### config.mk
export PLATFORM = sky130hd
export DESIGN_NAME = ram_dp_init
export DESIGN_NICKNAME = d
export VERILOG_FILES = /design/src/rtl/ram_pkg.sv /design/src/rtl/ram_init_seq.sv /design/src/rtl/ram_dp_init.sv
export SDC_FILE = /design/constraint.sdc
export NUM_CORES = 1
export LEC_CHECK = 0
export CAP_MARGIN = 20
export CORE_AREA = 2 2 77 79
export CTS_CLUSTER_DIAMETER = 60
export DETAILED_ROUTE_END_ITERATION = 10
export DIE_AREA = 0 0 79 81
export HOLD_SLACK_MARGIN = 0.03
export PLACE_DENSITY = 0.81
export SYNTH_ARGS = -nofsm -noshare
export SYNTH_HDL_FRONTEND = slang
export SYNTH_SLANG_ARGS = --single-unit
### constraint.sdc
create_clock -name clk -period 2.8 [get_ports clk]
set_clock_uncertainty 0.1 [all_clocks]
set_input_delay 0.42 -clock clk [delete_from_list [all_inputs] [get_ports clk]]
set_output_delay 0.42 -clock clk [all_outputs]
set_load 0.005 [all_outputs]
### src/rtl/ram_pkg.sv
// ram_pkg: shared defaults, clear-FSM state encoding and address-width helper
package ram_pkg;
    localparam int DATA_W_DEF = 8;
    localparam int DEPTH_DEF = 8;
    typedef enum logic {INIT = 1'b0, IDLE = 1'b1} state_t;
    // Address bits needed for n entries, never less than one.
    function automatic int clog2(input int n);
        int w;
        w = 1;
        while ((1 << w) < n) w++;
        return w;
    endfunction
endpackage

### src/rtl/ram_init_seq.sv
// ram_init_seq: clear sequencer; clk/rst(async low)/init_req in, busy/clr_we/clr_addr out
module ram_init_seq
    import ram_pkg::*;
#(
    parameter int DEPTH = DEPTH_DEF,
    localparam int ADDR_W = clog2(DEPTH)
) (
    input  logic              clk,
    input  logic              rst,
    input  logic              init_req,
    output logic              busy,
    output logic              clr_we,
    output logic [ADDR_W-1:0] clr_addr
);
    state_t            state;
    logic [ADDR_W-1:0] cnt;
    logic              last;
    assign last = int'(cnt) == DEPTH - 1;
    assign clr_we = state == INIT;
    assign clr_addr = cnt;
    // init_req is only honoured from IDLE, so a pulse during a clear never restarts it.
    always_ff @(posedge clk or negedge rst)
        if (!rst) begin
            state <= INIT;
            cnt <= '0;
            busy <= 1'b1;
        end else if (state == INIT) begin
            state <= last ? IDLE : INIT;
            cnt <= last ? '0 : cnt + ADDR_W'(1);
            busy <= !last;
        end else if (init_req) begin
            state <= INIT;
            cnt <= '0;
            busy <= 1'b1;
        end
endmodule

### src/rtl/ram_dp_init.sv
// ram_dp_init: 1W/1R RAM with byte enables, write-first bypass and sequenced clear
//   clk, rst (async low), write_en/addr/data/be, read_en/addr, init_req in;
//   READ_DATA (registered), read_valid, busy out
module ram_dp_init
    import ram_pkg::*;
#(
    parameter int DATA_W = DATA_W_DEF,
    parameter int DEPTH = DEPTH_DEF,
    localparam int ADDR_W = clog2(DEPTH),
    localparam int BE_W = DATA_W / 8
) (
    input  logic              clk,
    input  logic              rst,
    input  logic              write_en,
    input  logic [ADDR_W-1:0] write_addr,
    input  logic [DATA_W-1:0] write_data,
    input  logic [BE_W-1:0]   write_be,
    input  logic              read_en,
    input  logic [ADDR_W-1:0] read_addr,
    input  logic              init_req,
    output logic [DATA_W-1:0] READ_DATA,
    output logic              read_valid,
    output logic              busy
);
    logic [DATA_W-1:0] mem [DEPTH];
    logic              clr_we;
    logic [ADDR_W-1:0] clr_addr;
    logic              acc, wr_ok, rd_ok, rd_in;
    logic              mem_we;
    logic [ADDR_W-1:0] mem_addr, rd_idx;
    logic [DATA_W-1:0] mem_wdata, stored, merged, rd_word;
    logic [BE_W-1:0]   mem_be;

    ram_init_seq #(.DEPTH(DEPTH)) u_seq (
        .clk      (clk),
        .rst      (rst),
        .init_req (init_req),
        .busy     (busy),
        .clr_we   (clr_we),
        .clr_addr (clr_addr)
    );

    // A same-cycle init_req wins over any access.
    assign acc = !busy && !init_req;
    assign wr_ok = write_en && acc && int'(write_addr) < DEPTH;
    assign rd_ok = read_en && acc;
    assign rd_in = int'(read_addr) < DEPTH;
    assign rd_idx = rd_in ? read_addr : '0;

    // Single write port shared by the clear sequence and user writes.
    assign mem_we = clr_we || wr_ok;
    assign mem_addr = clr_we ? clr_addr : write_addr;
    assign mem_wdata = clr_we ? '0 : write_data;
    assign mem_be = clr_we ? '1 : write_be;

    always_ff @(posedge clk)
        if (mem_we)
            for (int b = 0; b < BE_W; b++)
                if (mem_be[b]) mem[mem_addr][8*b +: 8] <= mem_wdata[8*b +: 8];

    // Write-first bypass: enabled bytes of a colliding write replace the stored ones.
    assign stored = mem[rd_idx];
    always_comb begin
        merged = stored;
        for (int b = 0; b < BE_W; b++)
            if (write_be[b]) merged[8*b +: 8] = write_data[8*b +: 8];
    end
    assign rd_word = !rd_in ? '0 : (wr_ok && write_addr == read_addr) ? merged : stored;

    always_ff @(posedge clk or negedge rst)
        if (!rst) begin
            READ_DATA <= '0;
            read_valid <= 1'b0;
        end else begin
            read_valid <= rd_ok;
            if (rd_ok) READ_DATA <= rd_word;
        end
endmodule

==> Word-level counts from Yosys, hierarchy flattened <==
Memories as Yosys holds them, arrays and structs flattened.
Index checks and enable logic that the tools add are counted.
{ "op_classes": {"add_sub_neg": 1, "eq_ne": 3, "n_mux": 16, "bitwise_logic": 1, "n_reduce_logical": 8} }
{ "op_table": {"columns": ["cell", "n"], "rows": [
  ["8-bit 2-to-1 mux", 3],
  ["3-bit 2-to-1 mux", 4],
  ["1-bit 2-to-1 mux", 9],
  ["1-bit logical AND", 4],
  ["3-bit by 1-bit adder with 3-bit output (second input constant)", 1],
  ["3-bit by 1-bit equality test with 1-bit output (second input constant)", 1],
  ["3-bit equality test", 1],
  ["1-bit logical NOT", 3],
  ["2-bit inequality test (second input constant)", 1],
  ["1-bit logical OR", 1],
  ["1-bit NOT", 1]
]} }
{ "word_totals": {"ff_bits": 14, "mem_bits_rw": 64, "wordCells": 35, "n_memories": 1} }
{ "mem_list": {"columns": ["memory", "depth", "word_bits", "rd", "rd_ports_with_merged_regs", "wr", "line", "rtl"], "rows": [
  ["mem", 8, 8, 1, 0, 1, "ram_dp_init.sv:25", "logic [DATA_W-1:0] mem [DEPTH];"]
]} }

==> Longest topological paths before layout <==
Gate-level depths: netlist of run 1.
{ "depth": {"word_depth": 6, "mapped_depth": 6} }

==> By module <==
Synthesis of run 1 repeated with hierarchy kept, for this count alone.
{ "unflattened": {"hier_cells": 180, "hier_area_um2": 3291.9} }
{ "by_module_without_submodules": {"columns": ["mod", "n_inst", "cells_each", "area_each_um2", "seq_area_each_um2"], "rows": [
  ["ram_dp_init", 1, 162, 3071.7, 2147.1],
  ["ram_init_seq", 1, 18, 220.2, 126.4]
]} }

==> Worst setup path after synthesis of run 1 <==
Ideal clock, no wire load.
{ "synth_path": {"path_type": "input port to flip-flop", "startpoint": "input port init_req", "endpoint": "memory mem[1][0] (netlist bit), enable pin", "setup_ns": 0.370, "arrival_ns": 1.372, "path_slack_ns": 0.958, "path_stages": 4, "path_buffers": 0, "cell_sequence": "and4bb_2 and3_1 a21oi_1 nor2_1"} }
{ "synth_via": {"elab_chain_len": 6} }
{ "synth_rtl": {"columns": ["item", "line", "rtl"], "rows": [
  ["start, declared", "ram_dp_init.sv:20", "input logic init_req,"],
  ["1-bit logical NOT", "ram_dp_init.sv:44", "assign acc = !busy && !init_req;"],
  ["1-bit logical AND", "ram_dp_init.sv:44", null],
  ["1-bit logical AND", "ram_dp_init.sv:45", "assign wr_ok = write_en && acc && int'(write_addr) < DEPTH;"],
  ["1-bit logical OR", "ram_dp_init.sv:51", "assign mem_we = clr_we || wr_ok;"],
  ["1-bit 2-to-1 mux", "ram_dp_init.sv:57", "if (mem_we)"],
  ["1-bit 2-to-1 mux (not written as such)", "ram_dp_init.sv:59", "if (mem_be[b]) mem[mem_addr][8*b +: 8] <= mem_wdata[8*b +: 8];"],
  ["end, declared", "ram_dp_init.sv:25", null]
]} }
No other way between the ends.

==> Final worst setup path of run 1 <==
{ "layout_path": {"startpoint": "input port init_req", "endpoint": "memory mem[7][1] (netlist bit), enable pin"} }
The elaborated chain is that of the path after synthesis.

==> results by group, run 1 <==
Power and ir drop
  – Leakage power: 1.37 nW
  – Power per cell area: 976 nW/um^2
  – Combinational Power Share: 0.268
  – NetSw: 1.07 mW
  – Internal power: 2.66 mW
  – Switching Fraction: 0.288
  – Sequential fraction of design power: 0.520
  – Clock power share: 0.211
  – Peak supply drop: 0.000522 V

Place
  – # port buffers: 29
  – RePlAce Congestion: 0.913
  – Placed cell area: 3640 sq um
  – Post-DP HPWL: 4210 microns

Clock network
  – Clk slew on worst S/H paths: 0.08 ns
  – H-Tree Level Count: 3
  – PostCTS Resize Cnt: 0
  – Num CTS Buffers: 9
  – CTS Hold Bufs: 0
  – Clock buffer depth: 2
  – Clock sinks: 78
  – Clk Latency, worst-skew pair: 0.34 ns
  – Postcts setup bufs: 0
  – CTS tree: built
  – Clk Tree Root Cell: clkbuf_8

Global route
  – First-pass GRT wire length: 9980 microns
  – Initial antenna violation count: 0
  – Number of global-route vias before repair: 1,869
  – Gr ovfl total: 0
  – Total global-route track usage: 0.226
  – Largest net degree at the start of global routing: 18

Cells and area
  – Diodes inserted: 0
  – NumNets Final: 239
  – Area Overhead vs Synth: 17.4%
  – Share of cells above drive strength 1: 0.207
  – Final Cell Area: 3820 sq um

Floorplanning
  – Boundary pin count: 30
  – Core area: 5680 sq um
  – Die footprint: 6400 sq um
  – Starting Density: 0.574
  – Die H: 81 microns
  – Site row count: 28
  – DIE WIDTH: 79 microns

Synth
  – Async SR Flop Fraction: 0.179
  – Synth Warn #: 0
  – Synth Cell Area: 3260 sq um
  – Synth Instances: 176
  – Post-synth top area share: 0.590
  – Commonest cells post-synth: edfxtp_1, dfrtp_1, nor2_1
  – Top FF cell, synth: edfxtp_1
  – Most frequent cell after synthesis: edfxtp_1
  – Sequential share of the synthesized area: 0.698
  – Largest cells by area after synthesis: edfxtp_1, dfrtp_1, mux4_2
  – Syn Area/Cell: 18.5 sq um
  – Leading area contributor after synthesis: edfxtp_1
  – Synth unique cells: 32
  – Post-synth EDFFs: 64
  – Synth Register Bits: 78
  – Syn Nets: 198

Drt
  – Vias: 1,821
  – Final wirelength: 6480 microns
  – DRC Markers: 0
  – Wire per inst: 21.8 microns
  – DR vias/cell: 6.13
  – Final ANT Viol Nets: 0
  – DR iter-0 viols: 173
  – Pre-antenna DRT Iters: 4

STA
  – Clock period minus final worst setup slack: 2.30 ns
  – Worst slew pin tran: 0.836 ns
  – Final setup fails: 0
  – Slew Viols, Final: 0
  – Setup TNS: 0 ns
  – Worst hold margin: 0.421 ns
  – Part of the cycle the worst path needs: 0.821
  – Max Fclk: 435 MHz
  – Final hold viol count: 0
  – RSZ-0062 raised after global routing: false
  – Slew headroom: 0.440

Setup path
  – Worst EP required: 2.67 ns
  – R2R setup slack: 0.60 ns
  – R2R Path End: mem[7][1]$_DFFE_PP_
  – Reg-to-reg startpoint: u_seq.state$_DFF_PN0_
  – CP startpoint kind: input port
  – Setup crit end kind: flop
  – Arrival @ worst endpoint: 2.16 ns
  – CP Max Fanout: 8
  – Cells on worst reg2reg path: 4
  – Crit Path Class: in2reg

Flow run
  – Maxcap violations: 0

Outcome
  – Status: finished clean

Worst hold path
  – Hold crit path type: in2async
## cells by family (layout without fill, tap and decap cells)
group	after synthesis	in the layout	share of synthesized area
flip-flops	78	78	0.698
multiplexers	24	24	0.142
AO/OA/AOI/OAI	20	20	0.0595
buffers and inverters	12	58	0.0265
AND/OR/NAND/NOR	37	37	0.0587
XOR/XNOR	3	3	0.00806
adder cells (fa/ha/maj)	2	2	0.00768
## power groups by stage
stage               combinational [mW]  sequential [mW]  clock, mW
floorplan                        0.619             1.90          0
global placement                 0.948             1.95          0
detailed placement               0.994             1.97          0
CTS                               1.01             1.94      0.799
global route                      1.09             1.98      0.852
finish                            1.00             1.94      0.789
## cell type report
cell class / instances / area (sq um)
Multi-Input combinational cell: 86 / 900
Sequential cell: 78 / 2270
Inverter: 5 / 18.8
Timing Repair Buffer: 37 / 350
Tap cell: 75 / 93.8
Clock inverter: 7 / 65.1
Fill cell: 379 / 1850
Clock buffer: 9 / 124
## critical path, stage by stage
cell	delay, ns
clkdlybuf4s50_1	0.42
and4bb_2	0.38
and3_1	0.20
a21oi_1	0.09
nor2_1	0.65
## per-stage QoR
stage,setup WS (ns),total power [mW],utilization,std cells
6_report,0.502,3.73,0.674,297
5_1_grt,0.419,3.92,0.674,297
4_1_cts,0.484,3.75,0.674,297
3_5_place_dp,0.140,2.96,0.641,281
3_3_place_gp,0.303,2.90,0.641,281
2_1_floorplan,0.958,2.51,-,176
## worst max-delay path by stage
stage / to / startpoint / slack (ns)
final: mem[7][1]$_DFFE_PP_ / init_req / 0.50
after global placement: mem[3][4]$_DFFE_PP_ / init_req / 0.30
after global routing: mem[7][1]$_DFFE_PP_ / init_req / 0.42
after detailed placement: mem[7][4]$_DFFE_PP_ / init_req / 0.14
after CTS: mem[7][1]$_DFFE_PP_ / init_req / 0.48
after floorplan: mem[1][0]$_DFFE_PP_ / init_req / 0.96
## per-layer routing
metal | routed length, microns | global-route usage | vias up
li1 | - | - | 794
met1 | 2560 | 0.280 | 939
met2 | 3400 | 0.381 | 76
met3 | 368 | 0.0467 | 12
met4 | 150 | 0.116 | 0
met5 | 0 | 0 | -
## state kept, by name (all words and copies together), names as in the netlist
signal,cells
mem,64
read_valid,1
READ_DATA,8
u_seq.state,1
u_seq.clr_addr,3
u_seq.busy,1
## layout by cell type, fill, tap and decap left out, types with 4 or more instances in the layout
master | synthesis | routed
a31oi_1 | 4 | 4
dfrtp_1 | 13 | 13
edfxtp_1 | 64 | 64
mux2i_1 | 8 | 8
nand2_1 | 9 | 9
clkdlybuf4s50_1 | 0 | 29
buf_4 | 0 | 8
mux4_1 | 6 | 6
mux4_2 | 10 | 10
and2_1 | 8 | 8
nor2_1 | 11 | 11
o221a_2 | 8 | 8
clkbuf_8 | 0 | 9
Note: power is estimated with default switching activity, not from simulation.
==> run 2: changes to the inputs <==
--- a/config.mk
+++ b/config.mk
@@ -6,12 +6,12 @@
 export NUM_CORES = 1
 export LEC_CHECK = 0
 export CAP_MARGIN = 20
-export CORE_AREA = 2 2 77 79
+export CORE_AREA = 2 2 80 82
 export CTS_CLUSTER_DIAMETER = 60
 export DETAILED_ROUTE_END_ITERATION = 10
-export DIE_AREA = 0 0 79 81
+export DIE_AREA = 0 0 82 84
 export HOLD_SLACK_MARGIN = 0.03
-export PLACE_DENSITY = 0.81
+export PLACE_DENSITY = 0.76
 export SYNTH_ARGS = -nofsm -noshare
 export SYNTH_HDL_FRONTEND = slang
 export SYNTH_SLANG_ARGS = --single-unit
==> constraint.sdc (replaced) <==
create_clock -name clk -period 2.2 [get_ports clk]
set_clock_uncertainty 0.1 [all_clocks]
set_input_delay 0.33 -clock clk [delete_from_list [all_inputs] [get_ports clk]]
set_output_delay 0.33 -clock clk [all_outputs]
set_load 0.005 [all_outputs]
==> run 2 against run 1 <==
First-iteration DRC count fell by 14%. Combinational power rose by 34%. Total power rose by 26%. Global-route usage rose by 0.24 points. Cell area rose by 1.7%. Flip-flop and latch count did not move. Via count rose by 1.5%. Setup slack got worse by 0.36 ns. Utilization fell by 3.6 points. Sequential share of layout area fell by 1.0 points. Worst hold slack got worse by 0.098 ns. Non-clock buffer count rose by 9.
==> results by group, run 2 (synthesis results as in run 1) <==
Drt
  – DR iter-0 viols: 148 (-14%)
  – WL met2: 3570 microns (+5.0%)
  – Pre-antenna DRT Iters: 4 (unchanged)
  – Vias: 1,848 (+1.5%)
  – Highest Signal Layer: met4
  – DR vias/cell: 6.00 (-2.1%)
  – Final ANT Viol Nets: 0 (unchanged)
  – Wire per inst: 22.4 microns (+2.8%)
  – M1 WL: 2610 microns (+1.9%)
  – DRC Markers: 0 (unchanged)
  – Met3 Wirelength: 558 microns (+52%)
  – Final wirelength: 6910 microns (+6.6%)

Floorplanning
  – Boundary pin count: 30 (unchanged)
  – Die H: 84 microns (+3.7%)
  – Starting Density: 0.535 (-0.0396)
  – Core area: 6100 sq um (+7.4%)
  – Die footprint: 6890 sq um (+7.6%)
  – Site row count: 29 (+3.6%)
  – DIE WIDTH: 82 microns (+3.8%)

Clock network
  – Clk Tree Root Cell: clkbuf_8
  – Clock buffer depth: 2 (unchanged)
  – CTS tree: built
  – Num CTS Buffers: 9 (unchanged)
  – H-Tree Level Count: 3 (unchanged)
  – Clock sinks: 78 (unchanged)
  – Clk slew on worst S/H paths: 0.08 ns (about the same)
  – Clk Latency, worst-skew pair: 0.35 ns (about the same)
  – Postcts setup bufs: 0 (unchanged)

Cells and area
  – Fillers: 433 (+14%)
  – Most common cell after layout, fill and taps aside: edfxtp_1
  – Most frequent cells in the layout: edfxtp_1, clkdlybuf4s50_1, buf_4
  – Share of cells above drive strength 1: 0.242 (+0.0352)
  – NumNets Final: 248 (+3.8%)
  – Max reg flops: 64 (unchanged)
  – Post-layout util: 0.638 (-0.0356)
  – Largest register by flop count: mem
  – Diodes inserted: 0 (unchanged)
  – Area Overhead vs Synth: 19.4%

STA
  – Max Fclk: 486 MHz
  – Worst slew pin tran: 0.771 ns (-0.0658 ns)
  – Part of the cycle the worst path needs: 0.935
  – Final hold viol count: 0 (unchanged)
  – Slew Viols, Final: 0 (unchanged)
  – Final setup fails: 0 (unchanged)
  – Setup TNS: 0 ns (unchanged)
  – RSZ-0062 raised after global routing: false
  – Clock period minus final worst setup slack: 2.06 ns
  – Slew headroom: 0.484 (+0.0440)
  – Setup WS post-layout: 0.144 ns (-0.358 ns)

Power and ir drop
  – Switching Fraction: 0.296 (+0.00838)
  – Sequential fraction of design power: 0.522 (+0.002)
  – Peak supply drop: 0.000727 V (+39%)
  – Power per cell area: 1210 nW/um^2 (+24%)
  – NetSw: 1.40 mW (+30%)
  – Leakage power: 1.41 nW (+2.6%)
  – Combinational Power Share: 0.283 (+0.015)
  – Clock power share: 0.195 (-0.016)
  – Internal power: 3.32 mW (+25%)

Setup path
  – Crit Path Class: in2reg
  – Arrival @ worst endpoint: 1.93 ns (-0.23 ns)
  – CP Max Fanout: 8 (unchanged)
  – Slowest CP cell: nor2_1
  – Setup crit end kind: flop
  – CP startpoint kind: input port
  – CP Cell Sequence: clkdlybuf4s50_1 -> and4bb_2 -> and3_1 -> a21oi_1 -> nor2_1
  – Worst EP required: 2.08 ns (-0.59 ns)
  – Crit path largest cell delay: 0.62 ns (-0.03 ns)

Global route
  – Initial antenna violation count: 0 (unchanged)
  – Largest net degree at the start of global routing: 18 (unchanged)
  – Gr ovfl total: 0 (unchanged)
  – Number of global-route vias before repair: 1,986 (+6.3%)
  – First-pass GRT wire length: 10,800 microns (+7.7%)
  – Total global-route track usage: 0.228 (+0.00244)

Flow run
  – Maxcap violations: 0 (unchanged)

Worst hold path
  – Hold crit path type: in2async

Place
  – Post-DP HPWL: 4530 microns (+7.5%)
  – Place WS: -0.377 ns (-0.517 ns)
  – RePlAce Congestion: 0.891 (-2.4%)
  – # port buffers: 29 (unchanged)

Outcome
  – Status: finished clean
-- run 2: cell types whose count changed in the layout (fill, tap and decap cells not counted), moves of 4 or more --
| cell | previous run | this run |
|---|---|---|
| clkbuf_1 | 0 | 4 |
| nor2_2 | 0 | 4 |
| buf_4 | 8 | 16 |
| nor2_1 | 11 | 7 |
-- run 2: repair_timing --
action                     CTS  global route
setup endpoints to repair    8            17
hold buffers                 0             0
resized for setup            1             3
-- run 2: routing by layer --
layer,vias up,GRT usage
li1,809,-
met1,935,0.291
met2,90,0.356
met3,14,0.0747
met4,0,0.100
met5,-,0
-- run 2: final cells by class --
class	instances	area, sq um	share of cell area
clock buffer	14	153	0.0392
clock inverter	2	10.0	0.00257
inverter	5	18.8	0.00482
multi-input combinational	86	910	0.234
sequential	78	2270	0.584
tap	77	96.3	0.0248
timing repair buffer	46	430	0.111
-- run 2: per-stage QoR --
| step | hold WS [ns] | instance area [sq um] | std cells | power (mW) |
|---|---|---|---|---|
| 3_3_place_gp | 0.440 | 3720 | 292 | 3.71 |
| 4_1_cts | 0.336 | 3880 | 308 | 4.72 |
| 3_5_place_dp | 0.445 | 3720 | 292 | 3.80 |
| 5_1_grt | 0.366 | 3890 | 308 | 4.96 |
| 6_report | 0.323 | 3890 | 308 | 4.72 |
| 2_1_floorplan | -0.0656 | 3260 | 176 | 3.20 |
-- run 2: path summary, 6_finish.rpt --
kind / cells past startpoint / startpoint / endpoint / slack, ns
min in group clk: 1 / u_seq.clr_addr[0]$_DFFE_PN0P_ / u_seq.clr_addr[0]$_DFFE_PN0P_ / 0.46
setup / recovery: 5 / init_req / mem[3][0]$_DFFE_PP_ / 0.14
setup reg to reg: 4 / u_seq.busy$_DFFE_PN1P_ / mem[3][0]$_DFFE_PP_ / 0.17
max in group asynchronous: 1 / rst / READ_DATA[0]$_DFFE_PN0P_ / 1.19
hold reg to reg: 1 / u_seq.clr_addr[0]$_DFFE_PN0P_ / u_seq.clr_addr[0]$_DFFE_PN0P_ / 0.46
hold / removal: 1 / rst / u_seq.clr_addr[2]$_DFFE_PN0P_ / 0.32
-- run 2: critical path, delay by kind of cell --
| kind | cells | cell delay [ns] |
|---|---|---|
| buffers and inverters | 1 | 0.42 |
| and+or+nand+nor | 3 | 1.11 |
| AOI/OAI and AO/OA | 1 | 0.08 |
-- run 2: power by group through the flow --
stage          Sequential (mW)  Clock, mW  Combinational (mW)
3_3_place_gp              2.46          0                1.26
2_1_floorplan             2.41          0               0.788
3_5_place_dp              2.49          0                1.31
5_1_grt                   2.51      0.992                1.46
6_report                  2.46      0.921                1.34
4_1_cts                   2.47      0.932                1.32
==> RTL edit 1, RTL diff (settings of run 1) <==
Register the input `write_data` before use, cleared by the reset. The logic sees it one clock later. The other inputs are not delayed to match.
--- a/src/rtl/ram_dp_init.sv
+++ b/src/rtl/ram_dp_init.sv
@@ -22,6 +22,17 @@
     output logic              read_valid,
     output logic              busy
 );
+
+    logic [DATA_W-1:0] write_data_q;
+
+    always_ff @(posedge clk or negedge rst) begin
+        if (!rst) begin
+            write_data_q <= '0;
+        end else begin
+            write_data_q <= write_data;
+        end
+    end
+
     logic [DATA_W-1:0] mem [DEPTH];
     logic              clr_we;
     logic [ADDR_W-1:0] clr_addr;
@@ -50,7 +61,7 @@
     // Single write port shared by the clear sequence and user writes.
     assign mem_we = clr_we || wr_ok;
     assign mem_addr = clr_we ? clr_addr : write_addr;
-    assign mem_wdata = clr_we ? '0 : write_data;
+    assign mem_wdata = clr_we ? '0 : write_data_q;
     assign mem_be = clr_we ? '1 : write_be;
 
     always_ff @(posedge clk)
@@ -63,7 +74,7 @@
     always_comb begin
         merged = stored;
         for (int b = 0; b < BE_W; b++)
-            if (write_be[b]) merged[8*b +: 8] = write_data[8*b +: 8];
+            if (write_be[b]) merged[8*b +: 8] = write_data_q[8*b +: 8];
     end
     assign rd_word = !rd_in ? '0 : (wr_ok && write_addr == read_addr) ? merged : stored;
 
Formal check against the unedited RTL: not equivalent (Yosys sat finds a counterexample within 10 cycles, from zero or initial values and one cycle with rst low).
==> RTL edit 1 against run 1 <==
Sequential power up 8%; register-to-register slack got worse by 40 ps; routed wire length is 13% higher; critical endpoint is now mem[7][4]; largest cell class unchanged; global-route usage is 2.0 points higher; first-iteration DRC count decreased by 8.1%; final area grew 6.7%; worst setup slack gained 24 ps; power grew 7.1%; sequential cell count grew 8; hold slack worse by 86 ps; area after synthesis up 7.2%.
==> RTL edit 1: results <==
[layout]
final_nets = 249
layout-drive-gt1-share_pct = 22.0
fin_cells = 307
final.fill_count = 347
insertedDiodeCount = 0

[synthesis]
synthAdderAreaFrac_pct = 0.716
syn_inst = 184
synthArstFlopShare_pct = 25.6
synth_nets = 206
ys_seq_area_share_pct = 70.8
yosys_warnings = 0
synth_commonest_cells = edfxtp_1, dfrtp_1, nor2_1, mux4_2, nand2_1
ys_types = 35
ys.flop_type = edfxtp_1
synth.area.mux_share_pct = 13.2
synth-xor-area-share_pct = 1.18
synth_compound_area_share_pct = 5.55
synth_area_leaders = edfxtp_1, dfrtp_1, mux4_2, mux4_1, o221a_2
synth_edf_count = 64

[drt]
drt_iter0_drc = 159
dr.pass1.iters = 5
num_vias = 1926
drt_wl_total_um = 7350

[timing]
worst_slew_margin_rel_pct = 46.5

[global_routing]
antenna_found_initial = 0
grt_max_degree = 23
grt_pass1_vias = 2003
grt_usage_pct = 24.6
grt_pass1_wl_um = 10900

[worst_setup_path]
reg2reg_depth = 4
cp_data_arrival_time_ps = 2150
crit_fanout = 8
r2r-end = mem[7][4]
reg2reg_slack_ps = 560

[run_status]
outcome = completed

[clock_network]
clk_latency_ps = 350
clk_pin_slew_worst_paths_ps = 80
numCtsBuffers = 9
cts-root-buf = clkbuf_8
cts.repair.resized = 0

[placement]
place_inst = 291
dpl_cell_area_mm2 = 0.00387
place_congestion = 0.852
hpwl_um = 4850

[power]
p_leak_nw = 1.49
peakVddDrop_v = 0.000625
==> RTL edit 1: cell count changes in the layout (fill, tap and decap cells not counted), moves of 2 or more <==
cell	run 1	this run
dfrtp_1	13	21
clkinv_2	3	0
buf_4	8	10
clkinv_4	1	3
xnor2_1	3	1
xnor2_2	0	2
==> RTL edit 1: final cells by class <==
class                           count  share of cell area, %
Inverter                            5                  0.460
Clock buffer                       10                   3.37
Timing Repair Buffer               39                   8.95
Sequential cell                    86                   60.6
Clock inverter                      6                   1.69
Tap cell                           75                   2.30
Multi-Input combinational cell     86                   22.6
==> RTL edit 1: critical path: stages <==
cell	delay, ps
clkdlybuf4s50_1	420
and4bb_2	380
and3_1	200
a21oi_1	90
nor2_1	650
==> RTL edit 1: worst max-delay path by stage <==
stage	from	depth (start not counted)	to	slack, ps
global route	u_seq.state	4	mem[7][4]	400
global placement	init_req	5	mem[3][7]	290
detailed placement	init_req	5	mem[5][7]	180
finish	init_req	5	mem[7][4]	530
CTS	init_req	5	mem[3][0]	560
floorplan	init_req	4	mem[1][0]	960
==> RTL edit 1: cells by family after synthesis <==
group / Yosys count
adder cells (fa/ha/maj): 2
flip-flops: 86
buffers and inverters: 12
XOR/XNOR: 3
AND/OR/NAND/NOR: 37
multiplexers: 24
AO/OA/AOI/OAI: 20
==> RTL edit 1: routing by layer <==
metal | vias up | GRT usage [%] | routed length (um)
met5 | - | 0 | 0
met4 | 0 | 10.5 | 125
met3 | 18 | 7.22 | 551
met2 | 105 | 41.2 | 3870
met1 | 984 | 30.4 | 2800
li1 | 819 | - | -
==> RTL edit 1: where the power goes <==
group | leakage, nW | switching (W) | internal, W
logic | 0.522 | 0.000539 | 0.000489
clock network | 0.104 | 0.000429 | 0.000441
registers | 0.866 | 0.000201 | 0.00190
total | 1.49 | 0.00117 | 0.00283
==> RTL edit 1: metrics by stage <==
stage	setup WS (ps)	hold WS [ps]	utilization, %	total power (W)
2_1_floorplan	964	24.4	-	0.00264
3_3_place_gp	293	424	68.3	0.00305
3_5_place_dp	175	430	68.3	0.00315
4_1_cts	555	324	71.9	0.00402
5_1_grt	400	336	71.9	0.00417
6_report	526	335	71.9	0.00400
==> RTL edit 2, RTL diff (settings of run 1) <==
Without the edit above. Change the package constant `DATA_W_DEF` from 8 to 10.
--- a/src/rtl/ram_pkg.sv
+++ b/src/rtl/ram_pkg.sv
@@ -1,6 +1,6 @@
 // ram_pkg: shared defaults, clear-FSM state encoding and address-width helper
 package ram_pkg;
-    localparam int DATA_W_DEF = 8;
+    localparam int DATA_W_DEF = 10;
     localparam int DEPTH_DEF = 8;
     typedef enum logic {INIT = 1'b0, IDLE = 1'b1} state_t;
     // Address bits needed for n entries, never less than one.
Interface: changed (resized READ_DATA and write_data); port bits go from 30 to 34. No check against the original RTL was run, so the function may have changed too.
==> RTL edit 2 against run 1 <==
Routed wire length down 1.4%; power down 2.0%; final area down 0.16%; area after synthesis up 0.58%; global-route usage down 0.12 points; sequential cell count unchanged; core utilization down 0.11 points; worst setup slack worse by 140 ps; highest routed layer unchanged.
==> RTL edit 2: results <==
[layout]
largest_register = mem
layout-drive-gt1-share_pct = 19.2
largest_register_ffs = 64
final.fill_count = 371
final_nets = 243
fin_cells = 299
insertedDiodeCount = 0

[clock_network]
post_cts.repair.setup_buffers = 0
h-tree-depth = 3
clk_latency_ps = 330
clockBufferDepth = 2
numCtsBuffers = 9
cts.repair.resized = 0
cts-root-buf = clkbuf_8
clk_pin_slew_worst_paths_ps = 80

[placement]
dpl_worst_slack_ps = 31.7
place_inst = 283
portBuffers = 29
dpl_cell_area_mm2 = 0.00366
place_congestion = 0.852
hpwl_um = 4100

[power]
seqPwrFrac_pct = 53.0
peakVddDrop_v = 0.000501
p_leak_nw = 1.37
power_w = 0.00366
pwr-share-comb_pct = 27.7
p_sw_w = 0.00106

[global_routing]
grt_pass1_vias = 1901
grt_max_degree = 18
grt_usage_pct = 22.5
grt_pass1_wl_um = 9990
antenna_found_initial = 0

[drt]
dr.pass1.iters = 4
wl_per_cell_um = 21.4
drt_iter0_drc = 128
vias_per_cell = 5.93

[timing]
worst_slew_margin_rel_pct = 37.1

[worst_hold_path]
hold_path.class = in -> async

[worst_setup_path]
cp_data_arrival_time_ps = 2290
cp_slowest_cell = nor2_1
crit_fanout = 8
worst_path_largest_cell_delay_ps = 750

[synthesis]
synth_area_leaders = edfxtp_1, dfrtp_1, mux4_2, mux4_1, o221a_2
synth_commonest_cells = edfxtp_1, dfrtp_1, nor2_1, mux4_2, nand2_1
synth_area_per_cell_um2 = 18.3
synthArstFlopShare_pct = 17.9
ys_types = 34
synth_edf_count = 64
yosys_warnings = 0
ys_seq_area_share_pct = 69.4

[run_status]
outcome = completed
## RTL edit 2: cell count changes after synthesis, sizes merged
cell,run 1,this run
buf,6,8
conb,0,1
## RTL edit 2: cells by family (layout without fill, tap and decap cells)
logic type / Yosys count / count (layout) / synth area share, %
adders and majority gates: 2 / 2 / 0.763
and+or+nand+nor: 37 / 37 / 5.84
buffers and inverters: 14 / 58 / 3.09
muxes: 24 / 24 / 14.1
xor gates and xnor gates: 3 / 3 / 0.802
AOI/OAI and AO/OA: 20 / 20 / 5.92
other: 1 / 2 / 0.114
DFF: 78 / 78 / 69.4
## RTL edit 2: area by class of cell
type / instances / area [um^2] / area share [%]
sequential: 78 / 2270 / 59.5
multi-input combinational: 88 / 907 / 23.8
timing repair buffer: 37 / 363 / 9.50
clock buffer: 14 / 153 / 4.00
tap: 75 / 93.8 / 2.46
inverter: 5 / 18.8 / 0.491
clock inverter: 2 / 10.0 / 0.262
## RTL edit 2: routing by layer
metal	global-route usage (%)	part of all wire, %	vias up
met3	4.56	4.7	18
li1	-	-	794
met2	35.4	51	66
met1	29.6	42	896
met4	13.1	2.7	0
met5	0	0	-
## RTL edit 2: path summary, 6_finish.rpt
kind	cells after the start	startpoint	end	slack, ps
min in group clk	1	u_seq.clr_addr[0]	u_seq.clr_addr[0]	440
worst max register to register	4	u_seq.state	mem[7][0]	520
worst min register to register	1	u_seq.clr_addr[0]	u_seq.clr_addr[0]	440
max in group asynchronous	1	rst	READ_DATA[0]	1700
worst min-delay path	1	rst	READ_DATA[7]	420
worst max-delay path	5	init_req	mem[7][0]	370
## RTL edit 2: worst max-delay path: cells and delay by family
family / cells / cell delay [ps]
AOI/OAI and AO/OA: 1 / 80
buffers and inverters: 1 / 470
and+or+nand+nor: 3 / 1310
